## config.mk

```make
export PLATFORM = sky130hd
export DESIGN_NAME = alu_arbiter_flat
export DESIGN_NICKNAME = d
export VERILOG_FILES = /design/src/rtl/alu_arbiter_if.sv /design/src/rtl/alu_arbiter.sv /design/src/flat_wrapper.sv
export SDC_FILE = /design/constraint.sdc
export NUM_CORES = 1
export LEC_CHECK = 0
export CAP_MARGIN = 20
export CORE_MARGIN = 2
export CORE_UTILIZATION = 50
export CTS_BUF_LIST = sky130_fd_sc_hd__clkbuf_16
export CTS_CLUSTER_DIAMETER = 200
export DETAILED_ROUTE_END_ITERATION = 10
export PLACE_DENSITY = 0.93
export SYNTH_ARGS = -nofsm -noshare
export SYNTH_HDL_FRONTEND = slang
export SYNTH_SLANG_ARGS = --single-unit
export TNS_END_PERCENT = 10
```

## constraint.sdc

```tcl
create_clock -name i_clk -period 4.1 [get_ports i_clk]
set_input_delay 0.615 -clock i_clk [delete_from_list [all_inputs] [get_ports i_clk]]
set_output_delay 0.615 -clock i_clk [all_outputs]
set_load 0.01 [all_outputs]
```

## src/rtl/alu_arbiter_if.sv

```systemverilog
// Request/response bus between the two ALU clients and alu_arbiter.
// Width N must match the arbiter instance.
interface alu_arbiter_if #(parameter int N = 8);
  logic [1:0]   i_req_valid;
  logic [1:0]   o_req_ready;
  logic [N-1:0] i_a0, i_b0, i_a1, i_b1;
  logic [1:0]   i_ctrl0, i_ctrl1;
  logic         o_rsp_valid;
  logic         i_rsp_ready;
  logic         o_rsp_id;
  logic [N-1:0] o_rsp_result;
  logic         o_rsp_carry;
  logic         o_busy;

  modport slave (
    input  i_req_valid, i_a0, i_b0, i_ctrl0, i_a1, i_b1, i_ctrl1, i_rsp_ready,
    output o_req_ready, o_rsp_valid, o_rsp_id, o_rsp_result, o_rsp_carry, o_busy
  );

  modport master (
    output i_req_valid, i_a0, i_b0, i_ctrl0, i_a1, i_b1, i_ctrl1, i_rsp_ready,
    input  o_req_ready, o_rsp_valid, o_rsp_id, o_rsp_result, o_rsp_carry, o_busy
  );
endinterface

```

## src/rtl/alu_arbiter.sv

```systemverilog
// Two-client arbiter in front of a single N-bit add/sub/and/or ALU.
// Define ALU_ARB_RR_EN for round-robin arbitration; fixed priority (requester 0) otherwise.
module alu #(parameter int N = 8) (
  input  logic [N-1:0] a,
  input  logic [N-1:0] b,
  input  logic [1:0]   ctrl,
  output logic [N-1:0] result,
  output logic         carry
);
  logic [N-1:0] b_eff;
  logic [N:0]   sum;

  // Adder always runs so logic ops still report its carry.
  assign b_eff = ctrl[0] ? ~b : b;
  assign sum   = {1'b0, a} + {1'b0, b_eff} + {{N{1'b0}}, ctrl[0]};
  assign carry = sum[N];

  always_comb begin
    result = sum[N-1:0];
    case (ctrl)
      2'b10:   result = a & b;
      2'b11:   result = a | b;
      default: result = sum[N-1:0];
    endcase
  end
endmodule

module alu_arbiter #(parameter int N = 8) (
  input logic           i_clk,
  input logic           i_rst,
  alu_arbiter_if.slave  bus
);
  typedef enum logic [1:0] {IDLE, EXEC, RESP} state_t;

  state_t       state;
  logic [N-1:0] op_a, op_b;
  logic [1:0]   op_ctrl;
  logic         op_id;
  logic         rsp_valid, rsp_id, rsp_carry, busy;
  logic [N-1:0] rsp_result;
  logic [N-1:0] alu_res;
  logic         alu_cy;
  logic         gnt;
  logic         accept;

`ifdef ALU_ARB_RR_EN
  logic last_gnt;

  always_comb begin
    gnt = bus.i_req_valid[1];
    if (&bus.i_req_valid) gnt = ~last_gnt;
  end

  always_ff @(posedge i_clk or posedge i_rst) begin
    if (i_rst)       last_gnt <= 1'b1;
    else if (accept) last_gnt <= gnt;
  end
`else
  always_comb gnt = ~bus.i_req_valid[0];
`endif

  // Ready depends only on state, valids and grant history.
  assign accept          = (state == IDLE) && (|bus.i_req_valid);
  assign bus.o_req_ready = accept ? (gnt ? 2'b10 : 2'b01) : 2'b00;

  alu #(.N(N)) u_alu (
    .a      (op_a),
    .b      (op_b),
    .ctrl   (op_ctrl),
    .result (alu_res),
    .carry  (alu_cy)
  );

  always_ff @(posedge i_clk or posedge i_rst) begin
    if (i_rst) begin
      state      <= IDLE;
      op_a       <= '0;
      op_b       <= '0;
      op_ctrl    <= '0;
      op_id      <= 1'b0;
      rsp_valid  <= 1'b0;
      rsp_id     <= 1'b0;
      rsp_result <= '0;
      rsp_carry  <= 1'b0;
      busy       <= 1'b0;
    end else begin
      case (state)
        IDLE: if (accept) begin
          op_a    <= gnt ? bus.i_a1    : bus.i_a0;
          op_b    <= gnt ? bus.i_b1    : bus.i_b0;
          op_ctrl <= gnt ? bus.i_ctrl1 : bus.i_ctrl0;
          op_id   <= gnt;
          busy    <= 1'b1;
          state   <= EXEC;
        end
        EXEC: begin
          rsp_result <= alu_res;
          rsp_carry  <= alu_cy;
          rsp_id     <= op_id;
          rsp_valid  <= 1'b1;
          state      <= RESP;
        end
        RESP: if (bus.i_rsp_ready) begin
          rsp_valid <= 1'b0;
          busy      <= 1'b0;
          state     <= IDLE;
        end
        default: begin
          rsp_valid <= 1'b0;
          busy      <= 1'b0;
          state     <= IDLE;
        end
      endcase
    end
  end

  assign bus.o_rsp_valid  = rsp_valid;
  assign bus.o_rsp_id     = rsp_id;
  assign bus.o_rsp_result = rsp_result;
  assign bus.o_rsp_carry  = rsp_carry;
  assign bus.o_busy       = busy;
endmodule

```

## src/flat_wrapper.sv

```systemverilog
// flat-port wrapper written by rule: the top's interface ports become plain ports
module alu_arbiter_flat 
#(parameter int N = 8)
  (i_clk, i_rst, bus_i_req_valid, bus_i_a0, bus_i_b0, bus_i_ctrl0, bus_i_a1, bus_i_b1, bus_i_ctrl1, bus_i_rsp_ready, bus_o_req_ready, bus_o_rsp_valid, bus_o_rsp_id, bus_o_rsp_result, bus_o_rsp_carry, bus_o_busy);
  alu_arbiter_if #(.N(N)) bus_i ();
  input logic i_clk;
  input logic i_rst;
  input wire logic [$bits(bus_i.i_req_valid)-1:0] bus_i_req_valid;
  input wire logic [$bits(bus_i.i_a0)-1:0] bus_i_a0;
  input wire logic [$bits(bus_i.i_b0)-1:0] bus_i_b0;
  input wire logic [$bits(bus_i.i_ctrl0)-1:0] bus_i_ctrl0;
  input wire logic [$bits(bus_i.i_a1)-1:0] bus_i_a1;
  input wire logic [$bits(bus_i.i_b1)-1:0] bus_i_b1;
  input wire logic [$bits(bus_i.i_ctrl1)-1:0] bus_i_ctrl1;
  input wire logic [$bits(bus_i.i_rsp_ready)-1:0] bus_i_rsp_ready;
  output wire logic [$bits(bus_i.o_req_ready)-1:0] bus_o_req_ready;
  output wire logic [$bits(bus_i.o_rsp_valid)-1:0] bus_o_rsp_valid;
  output wire logic [$bits(bus_i.o_rsp_id)-1:0] bus_o_rsp_id;
  output wire logic [$bits(bus_i.o_rsp_result)-1:0] bus_o_rsp_result;
  output wire logic [$bits(bus_i.o_rsp_carry)-1:0] bus_o_rsp_carry;
  output wire logic [$bits(bus_i.o_busy)-1:0] bus_o_busy;
  assign bus_i.i_req_valid = bus_i_req_valid;
  assign bus_i.i_a0 = bus_i_a0;
  assign bus_i.i_b0 = bus_i_b0;
  assign bus_i.i_ctrl0 = bus_i_ctrl0;
  assign bus_i.i_a1 = bus_i_a1;
  assign bus_i.i_b1 = bus_i_b1;
  assign bus_i.i_ctrl1 = bus_i_ctrl1;
  assign bus_i.i_rsp_ready = bus_i_rsp_ready;
  assign bus_o_req_ready = bus_i.o_req_ready;
  assign bus_o_rsp_valid = bus_i.o_rsp_valid;
  assign bus_o_rsp_id = bus_i.o_rsp_id;
  assign bus_o_rsp_result = bus_i.o_rsp_result;
  assign bus_o_rsp_carry = bus_i.o_rsp_carry;
  assign bus_o_busy = bus_i.o_busy;
  alu_arbiter #(.N(N)) u_core (.i_clk(i_clk), .i_rst(i_rst), .bus(bus_i));
endmodule
```

**After elaboration in Yosys (flattened, before gate mapping)**

Cells that the tools add are included.
W data, S select, Z words.

- $add $sub $neg: 2
- Divide/modulo/power cells: 0
- Magnitude comparators: 0
- Reductions and logical operators: 7
- Bitwise operators: 6
- Multiplexer cells: 14
- Equal/unequal tests: 6
- Multipliers: 0
- Shift operators: 0

Operator list:

| cell | count |
|---|---|
| $mux W8 | 3 |
| $pmux W8 S2 | 1 |
| $mux W2 | 5 |
| $add A8 B8 Y9 | 1 |
| $add A9 B1 Y9 | 1 |
| $and A8 B8 Y8 | 1 |
| $not A8 Y8 | 1 |
| $or A8 B8 Y8 | 1 |
| $eq A2 B2 Y1 const B | 3 |
| $pmux W1 S3 | 2 |
| $pmux W2 S3 | 1 |
| $reduce_and A2 Y1 | 3 |
| $not A1 Y1 | 3 |
| $reduce_and A3 Y1 | 1 |
| $eq A2 B1 Y1 const B | 1 |
| $logic_not A2 Y1 | 1 |
| $mux W1 | 2 |
| $ne A2 B1 Y1 const B | 1 |
| $ne A2 B2 Y1 const B | 1 |
| $reduce_or A2 Y1 | 1 |
| $logic_and A1 B1 Y1 | 1 |

- Input port bits: 41
- Logic and storage cells: 45
- Latch bits: 0
- Register bits: 33
- Memory bits (read-only): 0
- Bits in writable memories: 0
- Memories kept: 0
- Output and inout port bits: 14

**Logic depth before layout (Yosys ltp)**

Gate-level depths: netlist (run 1).

- Depth in word-level cells: 5
- Depth in mapped cells: 9

**By module**

A second synthesis (run 1) with hierarchy kept.

- Cells, all modules: 183
- Area, all modules: 1,986.9 um^2

By module, submodules not included:

| module | instances | cells each | area an instance (um^2) | sequential area each (um^2) |
|---|---|---|---|---|
| alu_arbiter | 1 | 106 | 1,422.6 | 825.8 |
| alu | 1 | 77 | 564.3 | 0.0 |

**Worst setup path before layout (run 1)**

No wires, ideal clock.

- Path type: register -> register
- Start: register u_core.op_ctrl[0]
- End: register u_core.rsp_carry (netlist: u_core.bus.o_rsp_carry)
- Arrival time: 2.250 ns
- Library setup time: 0.137 ns
- Buffers on the path: 2
- Stages on the path, launching flop included: 10
- Slack: 1.713 ns
- Path through: dfrtp_1 > buf_6 > buf_2 > xor2_1 > fa_1 > a21o_1 > a21oi_1 > o21ai_0 > a2111oi_0 > nor3_1

- Longest elaborated chain between the ends: 3

RTL lines:

| element | line | text |
|---|---|---|
| start, declared | alu_arbiter.sv:37 | `logic [1:0] op_ctrl;` |
| start signal, assigned | alu_arbiter.sv:91 | `op_ctrl <= gnt ? bus.i_ctrl1 : bus.i_ctrl0;` |
| $mux W8 | alu_arbiter.sv:14 | `assign b_eff = ctrl[0] ? ~b : b;` |
| $add A8 B8 Y9 | alu_arbiter.sv:15 | `assign sum = {1'b0, a} + {1'b0, b_eff} + {{N{1'b0}}, ctrl[0]};` |
| $add A9 B1 Y9 * | alu_arbiter.sv:15 |  |
| end signal, assigned | alu_arbiter.sv:98 | `rsp_carry <= alu_cy;` |
| end, declared | alu_arbiter.sv:39 | `logic rsp_valid, rsp_id, rsp_carry, busy;` |

Every way passes the cells marked *; elsewhere a longest branch is shown, timed or not.
A chain may end at the register's enable or synchronous reset.

**Worst setup path in the final report (run 1)**

- Start: input bus_i_req_valid[0]
- End: output bus_o_req_ready[1]

- Longest elaborated chain between the ends: 3

RTL lines:

| element | line | text |
|---|---|---|
| start, declared | flat_wrapper.sv:8 | `input wire logic [$bits(bus_i.i_req_valid)-1:0] bus_i_req_valid;` |
| $reduce_or A2 Y1 | alu_arbiter.sv:63 | `assign accept = (state == IDLE) && (\|bus.i_req_valid);` |
| $logic_and A1 B1 Y1 | alu_arbiter.sv:63 |  |
| $mux W2 * | alu_arbiter.sv:64 | `assign bus.o_req_ready = accept ? (gnt ? 2'b10 : 2'b01) : 2'b00;` |
| end, declared | flat_wrapper.sv:16 | `output wire logic [$bits(bus_i.o_req_ready)-1:0] bus_o_req_ready;` |

Marked as above.

==> flow_summary.rst, run 1 <==
.. list-table::
   :header-rows: 1

   * - Metric
     - Value
   * - Setup Viol. Count Final
     - 0
   * - Initial cell density of the core
     - between 50% and 60%
   * - Tightest Hold Check Type
     - reg2reg
   * - Post CTS Setup Buffer Count
     - 0
   * - Count of antenna-violating nets left after detailed routing
     - 0
   * - CTS max path bufs
     - 2
   * - Library cell occupying the most area in the post-synthesis netlist
     - dfrtp_1
   * - CP endpoint kind
     - primary output
   * - Synth unique cells
     - 35
   * - Clock Pin Slew Worst Setup and Hold Paths
     - around 0.050 ns
   * - Time the worst path needs with I/O delays and setup
     - 3.035 ns
   * - Global-route wire length before repair
     - between 7000 and 8000 um
   * - Vias after detailed routing
     - about 1.7k
   * - Headroom to the max-slew limit
     - 55.29%
   * - Post-detailed-route DRC marker count
     - 0
   * - Maximum fanout count along the critical path
     - 39
   * - Final instance count without filler cells
     - between 200 and 300
   * - Total wirelength of the detailed-routed design
     - 4616 um
   * - Area growth syn-to-layout
     - 34.52%
   * - Power per unit of standard cell area
     - around 910 nW/um^2
   * - Average wire per standard cell
     - 15.97 um
   * - Cell class contributing the biggest share of worst-path delay
     - buffers and inverters
   * - Fill cell instance count of the final layout
     - around 280
   * - Cells after DPL
     - roughly 280
   * - Run status
     - finished clean
   * - Number of synthesized flops with an enable pin
     - 0
   * - Most used standard cells in the synthesized netlist
     - dfrtp_1, a221o_1, nor3b_1, nand2_1, o21ai_0
   * - Count of pins over their slew limit
     - 0
   * - TritonCTS Buffers
     - 5
   * - Final RePlAce weighted congestion
     - roughly 0.81
   * - Avg Cell Area, Syn
     - about 10 um^2
   * - Crit path max-delay cell type
     - clkdlybuf4s50_1
   * - Via density per instance
     - around 5.7
   * - Total negative slack
     - 0 ns
   * - Number of clock sinks
     - 33
   * - Number of nets in the layout
     - 291
   * - Library cell used as clock root buffer
     - clkbuf_16
   * - Skew final
     - ~0.0056 ns
   * - Floorplan Core Area
     - 3716 um^2
   * - Max-Cap Viols
     - 0
   * - IO Count
     - 55
   * - Latest clock arrival within the worst-skew pair
     - about 0.28 ns
   * - Number of I/O port buffers
     - 54
   * - Cell row count
     - 22
   * - Placed standard-cell area
     - roughly 2500 um^2
   * - Number of antenna diodes
     - 0
   * - Net Count, Synth
     - 241
   * - Vias in the first global route
     - 1592
   * - VDD IR-drop max
     - 0.4683 mV
   * - Unrepaired setup endpoints after global routing
     - false
   * - Horizontal extent of the die
     - about 67 um
   * - Worst Max-Slew Pin Slew
     - 0.6707 ns
   * - Antenna violations before repair
     - 0
   * - Top area cells in the synthesized netlist
     - dfrtp_1, a221o_1, nor3b_1
   * - Final design instance area without fill
     - about 2600 um^2
   * - Kind of critical path
     - in2out
   * - Proportion of synthesized chip area in sequential cells
     - a little over two fifths
   * - Worst Path Arrival
     - approximately 2.4 ns
   * - Maximum single-stage delay on the critical path
     - 0.56 ns
   * - Total of hold buffers inserted after clock tree synthesis
     - 0
   * - Required time of the worst setup path
     - roughly 3.5 ns
   * - Clock tree from TritonCTS
     - built
   * - Vert. Die Dim
     - roughly 67 um
   * - Cells along the critical path
     - clkdlybuf4s50_1 -> nor2_1 -> or3_4 -> nor2_1 -> clkdlybuf4s50_1
   * - Largest net degree at the start of global routing
     - 40
   * - Kind of start point of the critical path
     - primary input
   * - CP Buf/Inv Count
     - 2
   * - Synth async-reset ratio
     - between 90% and 100%
   * - Fin crit share
     - 74.03%
   * - Library cell with the highest instance count after synthesis
     - dfrtp_1
   * - Die outline area
     - approximately 4400 um^2
   * - Max H-tree Level
     - 2
   * - Fraction of final layout cells with drive strength greater than 1
     - between 6 and 7%
   * - Share of the synthesized area in the top cell type
     - a little over two fifths
   * - Post-detailed-placement half-perimeter wirelength
     - roughly 3300 um
   * - Cells resized by post-CTS repair
     - 0
   * - Summed instance area of the synthesized netlist
     - ~2000 um^2
   * - All-layer global routing usage
     - 23.66%
   * - YS warnings
     - 0
   * - Max Clk Rate
     - approximately 330 MHz
   * - Hold violation count in the final report
     - 0
   * - Leakage power total
     - 1.117 nW
   * - Number of detailed-routing iterations run before antenna repair
     - 4
   * - DRT iter0 DRCs
     - 95
   * - Synth Flop Type
     - dfrtp_1
   * - Gate count after technology mapping
     - 190
   * - Post-route total power
     - 2.392 mW
   * - Overflow after GRT
     - 0
   * - Number of register bits inferred by synthesis
     - 33
==> per-stage QoR <==
step | setup WS, ns | utilization [%] | hold slack, ns
6_report | 1.065 | 71.11 | 0.4718
3_5_place_dp | 1.091 | 67.27 | 0.4665
3_3_place_gp | 1.110 | 67.27 | 0.4571
5_1_grt | 0.9812 | 71.11 | 0.4941
4_1_cts | 1.075 | 71.11 | 0.4792
2_1_floorplan | 1.713 | - | 0.4395
==> power breakdown <==
group | total [mW] | internal (mW) | switching [mW]
Combinational | 1.33 | 0.688 | 0.646
Clock | 0.355 | 0.222 | 0.133
Sequential | 0.703 | 0.491 | 0.212
Total | 2.39 | 1.40 | 0.991
==> routing by layer <==
| metal | wire length [um] | global-route usage [%] |
|---|---|---|
| met5 | 0 | 0 |
| met3 | 262 | 5.743 |
| met1 | 2079 | 31.49 |
| met2 | 2161 | 36.50 |
| met4 | 112 | 10.46 |
==> flip-flops by register name (all words and copies together), names as in the netlist <==
signal	flops
u_core.op_ctrl	2
u_core.op_id	1
u_core.bus.o_rsp_result	8
u_core.bus.o_rsp_id	1
u_core.bus.o_rsp_carry	1
u_core.state	2
u_core.op_b	8
u_core.op_a	8
u_core.bus.o_rsp_valid	1
u_core.bus.o_busy	1
==> worst min-delay path, delay by kind of cell, from the launching register on <==
family           cells  cell delay, ns
AO/OA/AOI/OAI        1            0.06
AND/OR/NAND/NOR      1            0.04
flip-flops           1            0.34
==> cells by family (layout without fill, tap and decap cells) <==
logic type | Yosys count | in the layout | synth area share [%]
AO/OA/AOI/OAI | 55 | 55 | 20.70
multiplexers | 3 | 3 | 1.783
XOR/XNOR | 12 | 12 | 5.350
AND/OR/NAND/NOR | 56 | 56 | 16.31
adder cells (fa/ha/maj) | 14 | 14 | 8.790
flip-flops | 33 | 33 | 42.04
buffers and inverters | 17 | 68 | 5.032
==> path summary, 6_finish.rpt <==
path                                                         from                                      to  slack, ns  cells past startpoint
max                                            bus_i_req_valid[0]                      bus_o_req_ready[1]       1.06                      5
min                        u_core.bus.o_rsp_result[1]$_DFFE_PP0P_  u_core.bus.o_rsp_result[1]$_DFFE_PP0P_       0.47                      2
max reg2reg                         u_core.op_ctrl[0]$_DFFE_PP0P_      u_core.bus.o_rsp_carry$_DFFE_PP0P_       1.32                      7
min reg2reg                u_core.bus.o_rsp_result[1]$_DFFE_PP0P_  u_core.bus.o_rsp_result[1]$_DFFE_PP0P_       0.47                      2
max in group asynchronous                                   i_rst           u_core.bus.o_busy$_DFFE_PP0P_       3.08                      3
min in group asynchronous                                   i_rst      u_core.bus.o_rsp_carry$_DFFE_PP0P_       0.73                      3
==> cell usage in the layout, fill, tap and decap left out, types with 3 or more instances in the layout <==
| master | count |
|---|---|
| clkdlybuf4s50_1 | 54 |
| dfrtp_1 | 33 |
| nor3b_1 | 19 |
| a221o_1 | 19 |
| nand2_1 | 14 |
| o21ai_0 | 13 |
| xor2_1 | 10 |
| a21oi_1 | 10 |
| nor2_1 | 9 |
| ha_1 | 9 |
| clkbuf_16 | 5 |
| maj3_1 | 4 |
| inv_1 | 3 |
| a21o_1 | 3 |
| nand3_1 | 3 |
| nor3_1 | 3 |
| buf_4 | 3 |
==> area by class of cell <==
class	instances	area [um^2]	share of cell area, %
Tap cell	48	60.06	2.273
Sequential cell	33	825.8	31.25
Multi-Input combinational cell	140	1040	39.35
Clock buffer	5	125.1	4.735
Clock inverter	3	17.52	0.6629
Timing Repair Buffer	57	563.0	21.31
Inverter	3	11.26	0.4261
Power figures use the tool's default switching activity.
==> run 2, diff against run 1 <==
--- a/config.mk
+++ b/config.mk
@@ -7,11 +7,11 @@
 export LEC_CHECK = 0
 export CAP_MARGIN = 20
 export CORE_MARGIN = 2
-export CORE_UTILIZATION = 50
+export CORE_UTILIZATION = 43
 export CTS_BUF_LIST = sky130_fd_sc_hd__clkbuf_16
 export CTS_CLUSTER_DIAMETER = 200
 export DETAILED_ROUTE_END_ITERATION = 10
-export PLACE_DENSITY = 0.93
+export PLACE_DENSITY = 0.86
 export SYNTH_ARGS = -nofsm -noshare
 export SYNTH_HDL_FRONTEND = slang
 export SYNTH_SLANG_ARGS = --single-unit
==> constraint.sdc (replaced) <==
create_clock -name i_clk -period 2.77 [get_ports i_clk]
set_input_delay 0.4155 -clock i_clk [delete_from_list [all_inputs] [get_ports i_clk]]
set_output_delay 0.4155 -clock i_clk [all_outputs]
set_load 0.01 [all_outputs]
==> flow_summary.rst, run 2 (synthesized netlist as in run 1, its figures left out) <==
.. list-table::
   :header-rows: 1

   * - Metric
     - Value
   * - Reg2Reg Launch Point
     - u_core.op_ctrl[0]$_DFFE_PP0P_
   * - Post-detailed-placement half-perimeter wirelength
     - 3386 um (+1.7%)
   * - Horizontal extent of the die
     - 71.59 um (+7.4%)
   * - Share of total power in sequential cells
     - 28.5% (-0.9 points)
   * - Post-route total power
     - 3.571 mW (+49%)
   * - Area growth syn-to-layout
     - 35.35%
   * - Run status
     - finished clean
   * - Length in cells of the worst reg-to-reg path
     - 7 (unchanged)
   * - Number of I/O port buffers
     - 54 (unchanged)
   * - Cell row count
     - 24 (+9.1%)
   * - Post-detailed-route DRC marker count
     - 0 (unchanged)
   * - Library cell used as clock root buffer
     - clkbuf_16
   * - Clock Pin Slew Worst Setup and Hold Paths
     - 0.05 ns (about the same)
   * - Worst hold path startpoint
     - u_core.bus.o_rsp_id$_DFFE_PP0P_
   * - Number of nets in the layout
     - 293 (+0.69%)
   * - Time the worst path needs with I/O delays and setup
     - between 2 and 2.5 ns
   * - Initial cell density of the core
     - 44.81% (-8.1 points)
   * - Skew final
     - 0.004956 ns (-0.0005988 ns)
   * - Largest net degree at the start of global routing
     - 39 (-2.5%)
   * - Cells resized by post-CTS repair
     - 0 (unchanged)
   * - Vert. Die Dim
     - 71.59 um (+7.4%)
   * - Vias in the first global route
     - 1645 (+3.3%)
   * - Unrepaired setup endpoints after global routing
     - false
   * - Total of hold buffers inserted after clock tree synthesis
     - 0 (unchanged)
   * - TritonCTS Buffers
     - 5 (unchanged)
   * - All-layer global routing usage
     - 19.92% (-3.7 points)
   * - Max H-tree Level
     - 2 (unchanged)
   * - Worst Path Arrival
     - 2.64 ns (+0.22 ns)
   * - DRT iter0 DRCs
     - 108 (+14%)
   * - CP endpoint kind
     - flip-flop
   * - Global-route wire length before repair
     - 7783 um (-0.61%)
   * - Tightest Hold Check Type
     - reg2reg
   * - Most used cells in the layout excluding fill and tap cells
     - clkdlybuf4s50_1, dfrtp_1, nor3b_1, a221o_1, nand2_1
   * - Average wire per standard cell
     - 15.63 um (-2.1%)
   * - Net Switching
     - 1.480 mW (+49%)
   * - Comb power frac
     - 57.1% (+1.4 points)
   * - Number of antenna diodes
     - 0 (unchanged)
   * - Fin crit share
     - about nine tenths
   * - Endpoint of the worst hold path
     - u_core.bus.o_rsp_id$_DFFE_PP0P_
   * - Maximum fanout count along the critical path
     - 7 (-82%)
   * - Setup slack on the worst flop-to-flop path
     - 0.28 ns (-1.04 ns)
   * - IO Count
     - 55 (unchanged)
   * - Count of pins over their slew limit
     - 0 (unchanged)
   * - Latest clock arrival within the worst-skew pair
     - 0.28 ns (about the same)
   * - Max Clk Rate
     - about 400 MHz
   * - Setup Viol. Count Final
     - 0 (unchanged)
   * - Total wirelength of the detailed-routed design
     - 4612 um (about the same)
   * - Most common library cell in the layout ignoring fill and taps
     - clkdlybuf4s50_1
   * - Antenna violations before repair
     - 0 (unchanged)
   * - Final RePlAce weighted congestion
     - 0.8166 (+0.33%)
   * - VDD IR-drop max
     - 0.6027 mV (+29%)
   * - Kind of start point of the critical path
     - flip-flop
   * - Power per unit of standard cell area
     - 1343 nW/um^2 (+48%)
   * - Number of detailed-routing iterations run before antenna repair
     - 4 (unchanged)
   * - Vias after detailed routing
     - 1628 (-1.6%)
   * - Total negative slack
     - 0 ns (unchanged)
   * - Overflow after GRT
     - 0 (unchanged)
   * - Fraction of final layout cells with drive strength greater than 1
     - 6.584% (+0.36 points)
   * - Kind of critical path
     - reg2reg
   * - Total internal power
     - 2.091 mW (+49%)
   * - Worst Setup Slack post-DPL
     - 0.3347 ns (-0.7563 ns)
   * - Via density per instance
     - 5.519 (-3.6%)
   * - Count of antenna-violating nets left after detailed routing
     - 0 (unchanged)
   * - Clock tree from TritonCTS
     - built
   * - Headroom to the max-slew limit
     - 60.83% (+5.5 points)
   * - Floorplan Core Area
     - 4384 um^2 (+18%)
   * - Switch share
     - 41.44% (about the same)
   * - Leakage power total
     - 1.132 nW (+1.3%)
   * - Required time of the worst setup path
     - 2.92 ns (-0.56 ns)
   * - Number of cells traversed by the worst hold path
     - 2 (unchanged)
   * - Number of clock sinks
     - 33 (unchanged)
   * - Slack of the critical path
     - 0.2810 ns (-0.7839 ns)
   * - Max-Cap Viols
     - 0 (unchanged)
   * - Hold violation count in the final report
     - 0 (unchanged)
   * - Worst R2R End
     - u_core.bus.o_rsp_carry$_DFFE_PP0P_
   * - Die outline area
     - 5125 um^2 (+15%)
   * - Post CTS Setup Buffer Count
     - 0 (unchanged)
   * - Share of the core filled with cells in the final layout
     - 60.65% (-10 points)
   * - Worst Max-Slew Pin Slew
     - 0.5875 ns (-0.08319 ns)
   * - CTS max path bufs
     - 2 (unchanged)
   * - Clock share of power
     - 14.4% (-0.5 points)
-- run 2: how the worst max path moves through the flow --
stage	startpoint	endpoint	cells past startpoint
6_report	u_core.op_ctrl[0]$_DFFE_PP0P_	u_core.bus.o_rsp_carry$_DFFE_PP0P_	7
3_3_place_gp	bus_i_req_valid[0]	bus_o_req_ready[1]	5
4_1_cts	u_core.op_ctrl[0]$_DFFE_PP0P_	u_core.bus.o_rsp_carry$_DFFE_PP0P_	7
2_1_floorplan	u_core.op_ctrl[0]$_DFFE_PP0P_	u_core.bus.o_rsp_carry$_DFFE_PP0P_	9
5_1_grt	u_core.op_ctrl[0]$_DFFE_PP0P_	u_core.bus.o_rsp_carry$_DFFE_PP0P_	7
3_5_place_dp	bus_i_req_valid[0]	bus_o_req_ready[1]	5
-- run 2: power groups by stage --
| stage | sequential [mW] | clock, mW | combinational, mW |
|---|---|---|---|
| global route | 1.06 | 0.548 | 2.28 |
| CTS | 1.02 | 0.527 | 2.04 |
| global placement | 1.00 | 0 | 1.93 |
| detailed placement | 1.02 | 0 | 2.00 |
| floorplan | 0.931 | 0 | 1.56 |
| finish | 1.02 | 0.514 | 2.04 |
-- run 2: area by class of cell --
| class | count | area [um^2] |
|---|---|---|
| multi-input cells | 140 | 1040 |
| clock buffers | 5 | 125.1 |
| flip-flops and latches | 33 | 825.8 |
| clock inverters | 3 | 13.76 |
| well taps | 52 | 65.06 |
| inverters | 3 | 11.26 |
| repair buffers | 59 | 578.1 |
| fillers | 371 | 1725 |
-- run 2: critical path: stages, from the launching register on --
cell       delay [ns]
dfrtp_1          0.45
mux2_4           0.32
fa_1             0.41
a21o_1           0.20
a21oi_1          0.21
o21ai_0          0.19
a2111oi_0        0.47
nor3_1           0.11
-- run 2: layer usage --
layer	track usage (%)	vias up	part of all wire, %
met5	0	-	0
met3	5.063	12	5.8
li1	-	811	-
met4	9.644	0	3.1
met1	26.02	742	45
met2	30.97	63	46
-- run 2: metrics by stage --
step                hold slack, ns  std cells  area (um^2)
floorplan                   0.4395        190         1964
global placement            0.4622        287         2520
detailed placement          0.4721        287         2520
CTS                         0.4843        295         2659
global route                0.5023        295         2659
finish                      0.4760        295         2659
